--- src/rtl/cpu_phase_if.sv ---
// Control/status bundle between the clock generator, control unit and the
// multicycle phase sequencer.
interface cpu_phase_if #(
  parameter int CW = 32,
  parameter int IW = 32
);
  logic          go;
  logic          step;
  logic          halt_req;
  logic          halt_clr;
  logic [1:0]    inst_class;
  logic [4:0]    phase;
  logic          cpu_en;
  logic          instr_done;
  logic          running;
  logic          halted;
  logic [CW-1:0] cycle_count;
  logic [IW-1:0] instr_count;

  modport master (
    output go, step, halt_req, halt_clr, inst_class,
    input  phase, cpu_en, instr_done, running, halted, cycle_count, instr_count
  );

  modport slave (
    input  go, step, halt_req, halt_clr, inst_class,
    output phase, cpu_en, instr_done, running, halted, cycle_count, instr_count
  );
endinterface

--- src/rtl/cpu_phase_sequencer.sv ---
// Multicycle MIPS phase sequencer: run/step/halt modes, one-hot IF..WB phase,
// commit enable and wrapping cycle/instruction counters.
//
// state  | meaning
// IDLE   | stopped at an instruction boundary, phase parked at IF
// RUN    | free-running, re-checks go at every instruction end
// STEP   | executing exactly one instruction, then back to IDLE
// HALTED | stopped by break/syscall until halt_clr
module cpu_phase_sequencer #(
  parameter int CW = 32,
  parameter int IW = 32
) (
  input  logic        clk,
  input  logic        reset,
  cpu_phase_if.slave  bus
);

  localparam logic [1:0] S_IDLE   = 2'd0;
  localparam logic [1:0] S_RUN    = 2'd1;
  localparam logic [1:0] S_STEP   = 2'd2;
  localparam logic [1:0] S_HALTED = 2'd3;

  localparam logic [4:0] PH_IF  = 5'b00001;
  localparam logic [4:0] PH_ID  = 5'b00010;
  localparam logic [4:0] PH_EX  = 5'b00100;
  localparam logic [4:0] PH_MEM = 5'b01000;
  localparam logic [4:0] PH_WB  = 5'b10000;

  localparam logic [1:0] C_BR    = 2'd0;
  localparam logic [1:0] C_ALU   = 2'd1;
  localparam logic [1:0] C_STORE = 2'd2;

  logic [1:0]    state, state_nx;
  logic [4:0]    phase_q, phase_nx;
  logic [1:0]    class_q;
  logic          halt_pend;
  logic          last_phase;
  logic          active;
  logic          done;
  logic [CW-1:0] cycle_q;
  logic [IW-1:0] instr_q;

  assign active = (state == S_RUN) || (state == S_STEP);
  assign done   = active && last_phase;

  // class_q only matters from EX onward; IF and ID are never the last phase
  always_comb begin
    last_phase = 1'b0;
    phase_nx   = PH_IF;
    case (phase_q)
      PH_IF: phase_nx = PH_ID;
      PH_ID: phase_nx = PH_EX;
      PH_EX: begin
        if (class_q == C_BR)       last_phase = 1'b1;
        else if (class_q == C_ALU) phase_nx   = PH_WB;
        else                       phase_nx   = PH_MEM;
      end
      PH_MEM: begin
        if (class_q == C_STORE) last_phase = 1'b1;
        else                    phase_nx   = PH_WB;
      end
      PH_WB:   last_phase = 1'b1;
      default: phase_nx   = PH_IF;
    endcase
  end

  always_comb begin
    state_nx = state;
    case (state)
      S_IDLE: begin
        if (bus.go)        state_nx = S_RUN;
        else if (bus.step) state_nx = S_STEP;
      end
      S_RUN, S_STEP: begin
        if (done) begin
          if (halt_pend || bus.halt_req) state_nx = S_HALTED;
          else if (state == S_STEP)      state_nx = S_IDLE;
          else if (!bus.go)              state_nx = S_IDLE;
        end
      end
      S_HALTED: begin
        if (bus.halt_clr) state_nx = S_IDLE;
      end
      default: state_nx = S_IDLE;
    endcase
  end

  always_ff @(posedge clk) begin
    if (reset) begin
      state     <= S_IDLE;
      phase_q   <= PH_IF;
      class_q   <= 2'd3;
      halt_pend <= 1'b0;
      cycle_q   <= '0;
      instr_q   <= '0;
    end else begin
      state <= state_nx;
      if (active) phase_q <= phase_nx;
      else        phase_q <= PH_IF;
      if (active && phase_q == PH_ID) class_q <= bus.inst_class;
      // a pending halt always wins at the boundary, so clearing on any done is safe
      if (done)                                    halt_pend <= 1'b0;
      else if (bus.halt_req && state != S_HALTED) halt_pend <= 1'b1;
      if (active) cycle_q <= cycle_q + CW'(1);
      if (done)   instr_q <= instr_q + IW'(1);
    end
  end

  assign bus.phase       = phase_q;
  assign bus.cpu_en      = active;
  assign bus.running     = active;
  assign bus.instr_done  = done;
  assign bus.halted      = (state == S_HALTED);
  assign bus.cycle_count = cycle_q;
  assign bus.instr_count = instr_q;

endmodule

--- src/flat_wrapper.sv ---
// flat-port wrapper written by rule: the top's interface ports become plain ports
module cpu_phase_sequencer_flat 
#(
  parameter int CW = 32,
  parameter int IW = 32
)
  (clk, reset, bus_go, bus_step, bus_halt_req, bus_halt_clr, bus_inst_class, bus_phase, bus_cpu_en, bus_instr_done, bus_running, bus_halted, bus_cycle_count, bus_instr_count);
  cpu_phase_if #(.CW(CW), .IW(IW)) bus_i ();
  input  logic clk;
  input  logic reset;
  input wire logic [$bits(bus_i.go)-1:0] bus_go;
  input wire logic [$bits(bus_i.step)-1:0] bus_step;
  input wire logic [$bits(bus_i.halt_req)-1:0] bus_halt_req;
  input wire logic [$bits(bus_i.halt_clr)-1:0] bus_halt_clr;
  input wire logic [$bits(bus_i.inst_class)-1:0] bus_inst_class;
  output wire logic [$bits(bus_i.phase)-1:0] bus_phase;
  output wire logic [$bits(bus_i.cpu_en)-1:0] bus_cpu_en;
  output wire logic [$bits(bus_i.instr_done)-1:0] bus_instr_done;
  output wire logic [$bits(bus_i.running)-1:0] bus_running;
  output wire logic [$bits(bus_i.halted)-1:0] bus_halted;
  output wire logic [$bits(bus_i.cycle_count)-1:0] bus_cycle_count;
  output wire logic [$bits(bus_i.instr_count)-1:0] bus_instr_count;
  assign bus_i.go = bus_go;
  assign bus_i.step = bus_step;
  assign bus_i.halt_req = bus_halt_req;
  assign bus_i.halt_clr = bus_halt_clr;
  assign bus_i.inst_class = bus_inst_class;
  assign bus_phase = bus_i.phase;
  assign bus_cpu_en = bus_i.cpu_en;
  assign bus_instr_done = bus_i.instr_done;
  assign bus_running = bus_i.running;
  assign bus_halted = bus_i.halted;
  assign bus_cycle_count = bus_i.cycle_count;
  assign bus_instr_count = bus_i.instr_count;
  cpu_phase_sequencer #(.CW(CW), .IW(IW)) u_core (.clk(clk), .reset(reset), .bus(bus_i));
endmodule
--- config.mk ---
export PLATFORM = sky130hd
export DESIGN_NAME = cpu_phase_sequencer_flat
export DESIGN_NICKNAME = d
export VERILOG_FILES = /design/src/rtl/cpu_phase_if.sv /design/src/rtl/cpu_phase_sequencer.sv /design/src/flat_wrapper.sv
export SDC_FILE = /design/constraint.sdc
export NUM_CORES = 1
export LEC_CHECK = 0
export BUFFER_PORTS_ARGS = -buffer_cell sky130_fd_sc_hd__buf_2
export CAP_MARGIN = 30
export CELL_PAD_IN_SITES_DETAIL_PLACEMENT = 2
export CELL_PAD_IN_SITES_GLOBAL_PLACEMENT = 2
export CORE_AREA = 2 2 105 107
export DETAILED_ROUTE_END_ITERATION = 10
export DIE_AREA = 0 0 107 109
export GPL_TIMING_DRIVEN = 0
export HOLD_SLACK_MARGIN = 0.03
export PLACE_DENSITY = 0.93
export RECOVER_POWER = 100
export SLEW_MARGIN = 20
export SYNTH_ARGS = -nofsm -noshare
export SYNTH_HDL_FRONTEND = slang
export SYNTH_SLANG_ARGS = --single-unit
--- constraint.sdc ---
create_clock -name clk -period 5.4 [get_ports clk]
set_input_delay 0.54 -clock clk [delete_from_list [all_inputs] [get_ports clk]]
set_output_delay 0.54 -clock clk [all_outputs]
set_load 0.02 [all_outputs]
==> impl_metrics.toml <==
[critical_path]
path_cells = "and3b_1 > o21ai_0 > clkbuf_1 > a21oi_1 > clkbuf_1"
required_ns = 4.86
critPathKind = "reg -> out"
cp_common_cell = "clkbuf_1"
critPathSlowestCell = "o21ai_0"
startpoint = "u_core.bus.phase[2]$_SDFF_PP0_"
cp.arrival_ns = 2.79
regToRegStartpoint = "u_core.bus.instr_count[7]$_SDFFE_PP0P_"
worstSetupStartpointType = "flip-flop"
critPathCaptureType = "primary output"
cp_max_fo = 10
critPathMaxStageDelay_ns = 0.83

[logic_synthesis]
synth.avg_cell_area_um2 = 8.52
synth_edf_count = 0
async_reset_ff_share_pct = 0
synth_top_area_cell = "dfxtp_1"
seq_area_frac_synth_pct = 41.9
yosysUniqueCellTypes = 48
synthTopCellsByArea = "dfxtp_1 (42%), xnor2_1 (9.4%), nor2_1 (6.7%)"
synth-seq-cells = 74
syn_inst = 415
synth_ff_type = "dfxtp_1"
synth_top_area_share_pct = 41.9
syn_area_mm2 = 0.00354
yosysMostFrequentCell = "dfxtp_1"
ys_warn_count = 0
syn-num-nets = 429
yosys-top-cells-count = "dfxtp_1 (74), nor2_1 (63), xnor2_1 (38), inv_1 (21), nand3_1 (21)"

[global_routing]
grt_max_degree = 12
grt-ovfl-total = 0
track_usage_pct = 21.1
antenna_found_initial = 0
grt_pass1_wl_um = 19200
grt_pass1_vias = 3753

[cells_and_area]
fin_cells = 649
area_delta_synth_final_pct = 19.4
drive_gt1_share_pct = 5.30
fin_nets = 519
antenna_cells = 0

[clocking]
tritoncts = "built"
root_buffer = "clkbuf_8"
clk_latency_ns = 0.36
clkSlewWorstSetupHoldPaths_ns = 0.08
htree_levels = 3
ctsHoldBuffers = 0
clock_sinks = 74
ctsResizeCount = 0
cts_buffers = 9
cts_buffer_depth = 2
post_cts_buffers = 0

[hold_path]
hp-class = "reg -> reg"
holdCritStartpoint = "u_core.bus.instr_count[31]$_SDFFE_PP0P_"

[placement]
io_buffers = 79
dp_hpwl_um = 8650
gp_congestion = 0.806
dp.cells = 634

[sta]
rsz0062_at_grt = "no"
fin_skew_ns = 0.0115
slew_headroom_pct = 27.6
tightest_slew_ns = 1.08
fin_crit_sh_pct = 61.7
slew_violations = 0
hold_viol_final = 0
layout_min_cycle_time_ns = 3.33
fin_tns_setup_ns = 0
setup-violations-final = 0
fmax_mhz = 300

[power_and_ir_drop]
leakage_uw = 0.00130
sw_frac_of_total_pct = 28.9
power_frac_seq_pct = 46.2
power.internal_uw = 903
switchingPower_uw = 367
combinationalPowerShare_pct = 14.5
powerDensity_mw_per_mm2 = 301
clockPowerShare_pct = 39.3
ir_drop_mv = 0.126

[drt]
first_iter_violations = 109
via_per_inst = 5.39
drc = 0
routedWlPerCell_um = 18.4
vias = 3496
firstDrtPassIters = 4
ant_nets = 0
drt-total-wl_um = 11900

[die]
start_util_pct = 33.3
rows = 38
dieArea_mm2 = 0.0117
core_mm2 = 0.0106
fp.dieW_um = 107
fp.dieH_um = 109
ios = 81

[run]
maxCapViolCount = 0

[outcome]
outcome = "complete, no violations"
## power groups by stage
stage                     Clock [uW]  Sequential [uW]  Combinational (uW)
after global placement             0              597                 176
after detailed placement           0              598                 190
after floorplan                    0              608                 110
after global routing             531              590                 203
after CTS                        506              586                 193
final                            499              587                 185
## final cells by class
type	count	area, um2
buffer	18	72.6
clock inverter	2	60.1
tap	140	175
inverter	21	78.8
sequential	74	1480
timing repair buffer	79	305
fill	1253	6380
clock buffer	13	159
multi-input combinational	302	1890
## worst max-delay path: cells and delay by family, from the launching register on
kind	cells	cell delay [ns]
compound gates	2	1.12
buf+inv	2	0.67
flops	1	0.43
simple gates	1	0.21
## cells in the final DEF (no fill, tap or decap), types with 7 or more instances in the layout
cell / synthesis / layout
clkbuf_1: 14 / 90
dfxtp_1: 74 / 74
nor2_1: 63 / 63
xnor2_1: 38 / 38
nand3_1: 21 / 21
inv_1: 21 / 21
a21oi_1: 18 / 18
nand2_1: 18 / 18
o21ai_0: 13 / 14
nand4_1: 11 / 12
nor4_1: 11 / 11
or3_1: 11 / 11
clkbuf_8: 0 / 11
a2111oi_0: 10 / 10
xor2_1: 10 / 10
nor3_1: 9 / 9
buf_2: 1 / 8
or4_1: 7 / 7
and4_1: 7 / 7
## final timing paths
kind | depth (start not counted) | end | slack, ns
setup / recovery | 5 | bus_instr_done | 2.07
hold / removal | 2 | u_core.bus.instr_count[31]$_SDFFE_PP0P_ | 0.51
setup reg to reg | 7 | u_core.bus.instr_count[28]$_SDFFE_PP0P_ | 2.66
hold reg to reg | 2 | u_core.bus.instr_count[31]$_SDFFE_PP0P_ | 0.51
## sequential cells by signal, indices dropped and copies added, names as in the netlist
register / cells
u_core.bus.cycle_count: 32
u_core.bus.instr_count: 32
u_core.bus.phase: 5
u_core.class_q: 2
u_core.state: 2
u_core.halt_pend: 1
## layer usage
| layer | global-route usage, % | wire [um] |
|---|---|---|
| met3 | 4.48 | 457 |
| met5 | 0 | 0 |
| met4 | 6.59 | 164 |
| met2 | 38.5 | 6250 |
| met1 | 24.6 | 5050 |
## cells by family (layout without fill, tap and decap cells)
family / Yosys count / in the layout / synth area share [%]
AO/OA/AOI/OAI: 67 / 67 / 12.8
flip-flops: 74 / 74 / 41.9
XOR/XNOR: 48 / 48 / 11.9
AND/OR/NAND/NOR: 179 / 179 / 26.2
buffers and inverters: 39 / 133 / 4.49
multiplexers: 2 / 2 / 0.566
adder cells (fa/ha/maj): 6 / 6 / 2.12
## through the flow
| step | utilization [%] | power, uW | instance area [um2] | hold slack (ns) | worst slack (ns) |
|---|---|---|---|---|---|
| final | 39.8 | 1270 | 4220 | 0.507 | 2.07 |
| after global routing | 39.8 | 1320 | 4220 | 0.534 | 1.81 |
| after CTS | 40.8 | 1290 | 4330 | 0.507 | 2.31 |
| after detailed placement | 38.7 | 789 | 4110 | 0.493 | 2.68 |
| after global placement | 38.7 | 774 | 4110 | 0.475 | 2.73 |
| after floorplan | - | 718 | 3540 | 0.452 | 3.02 |
No activity file was read; power rests on OpenSTA's default activity.
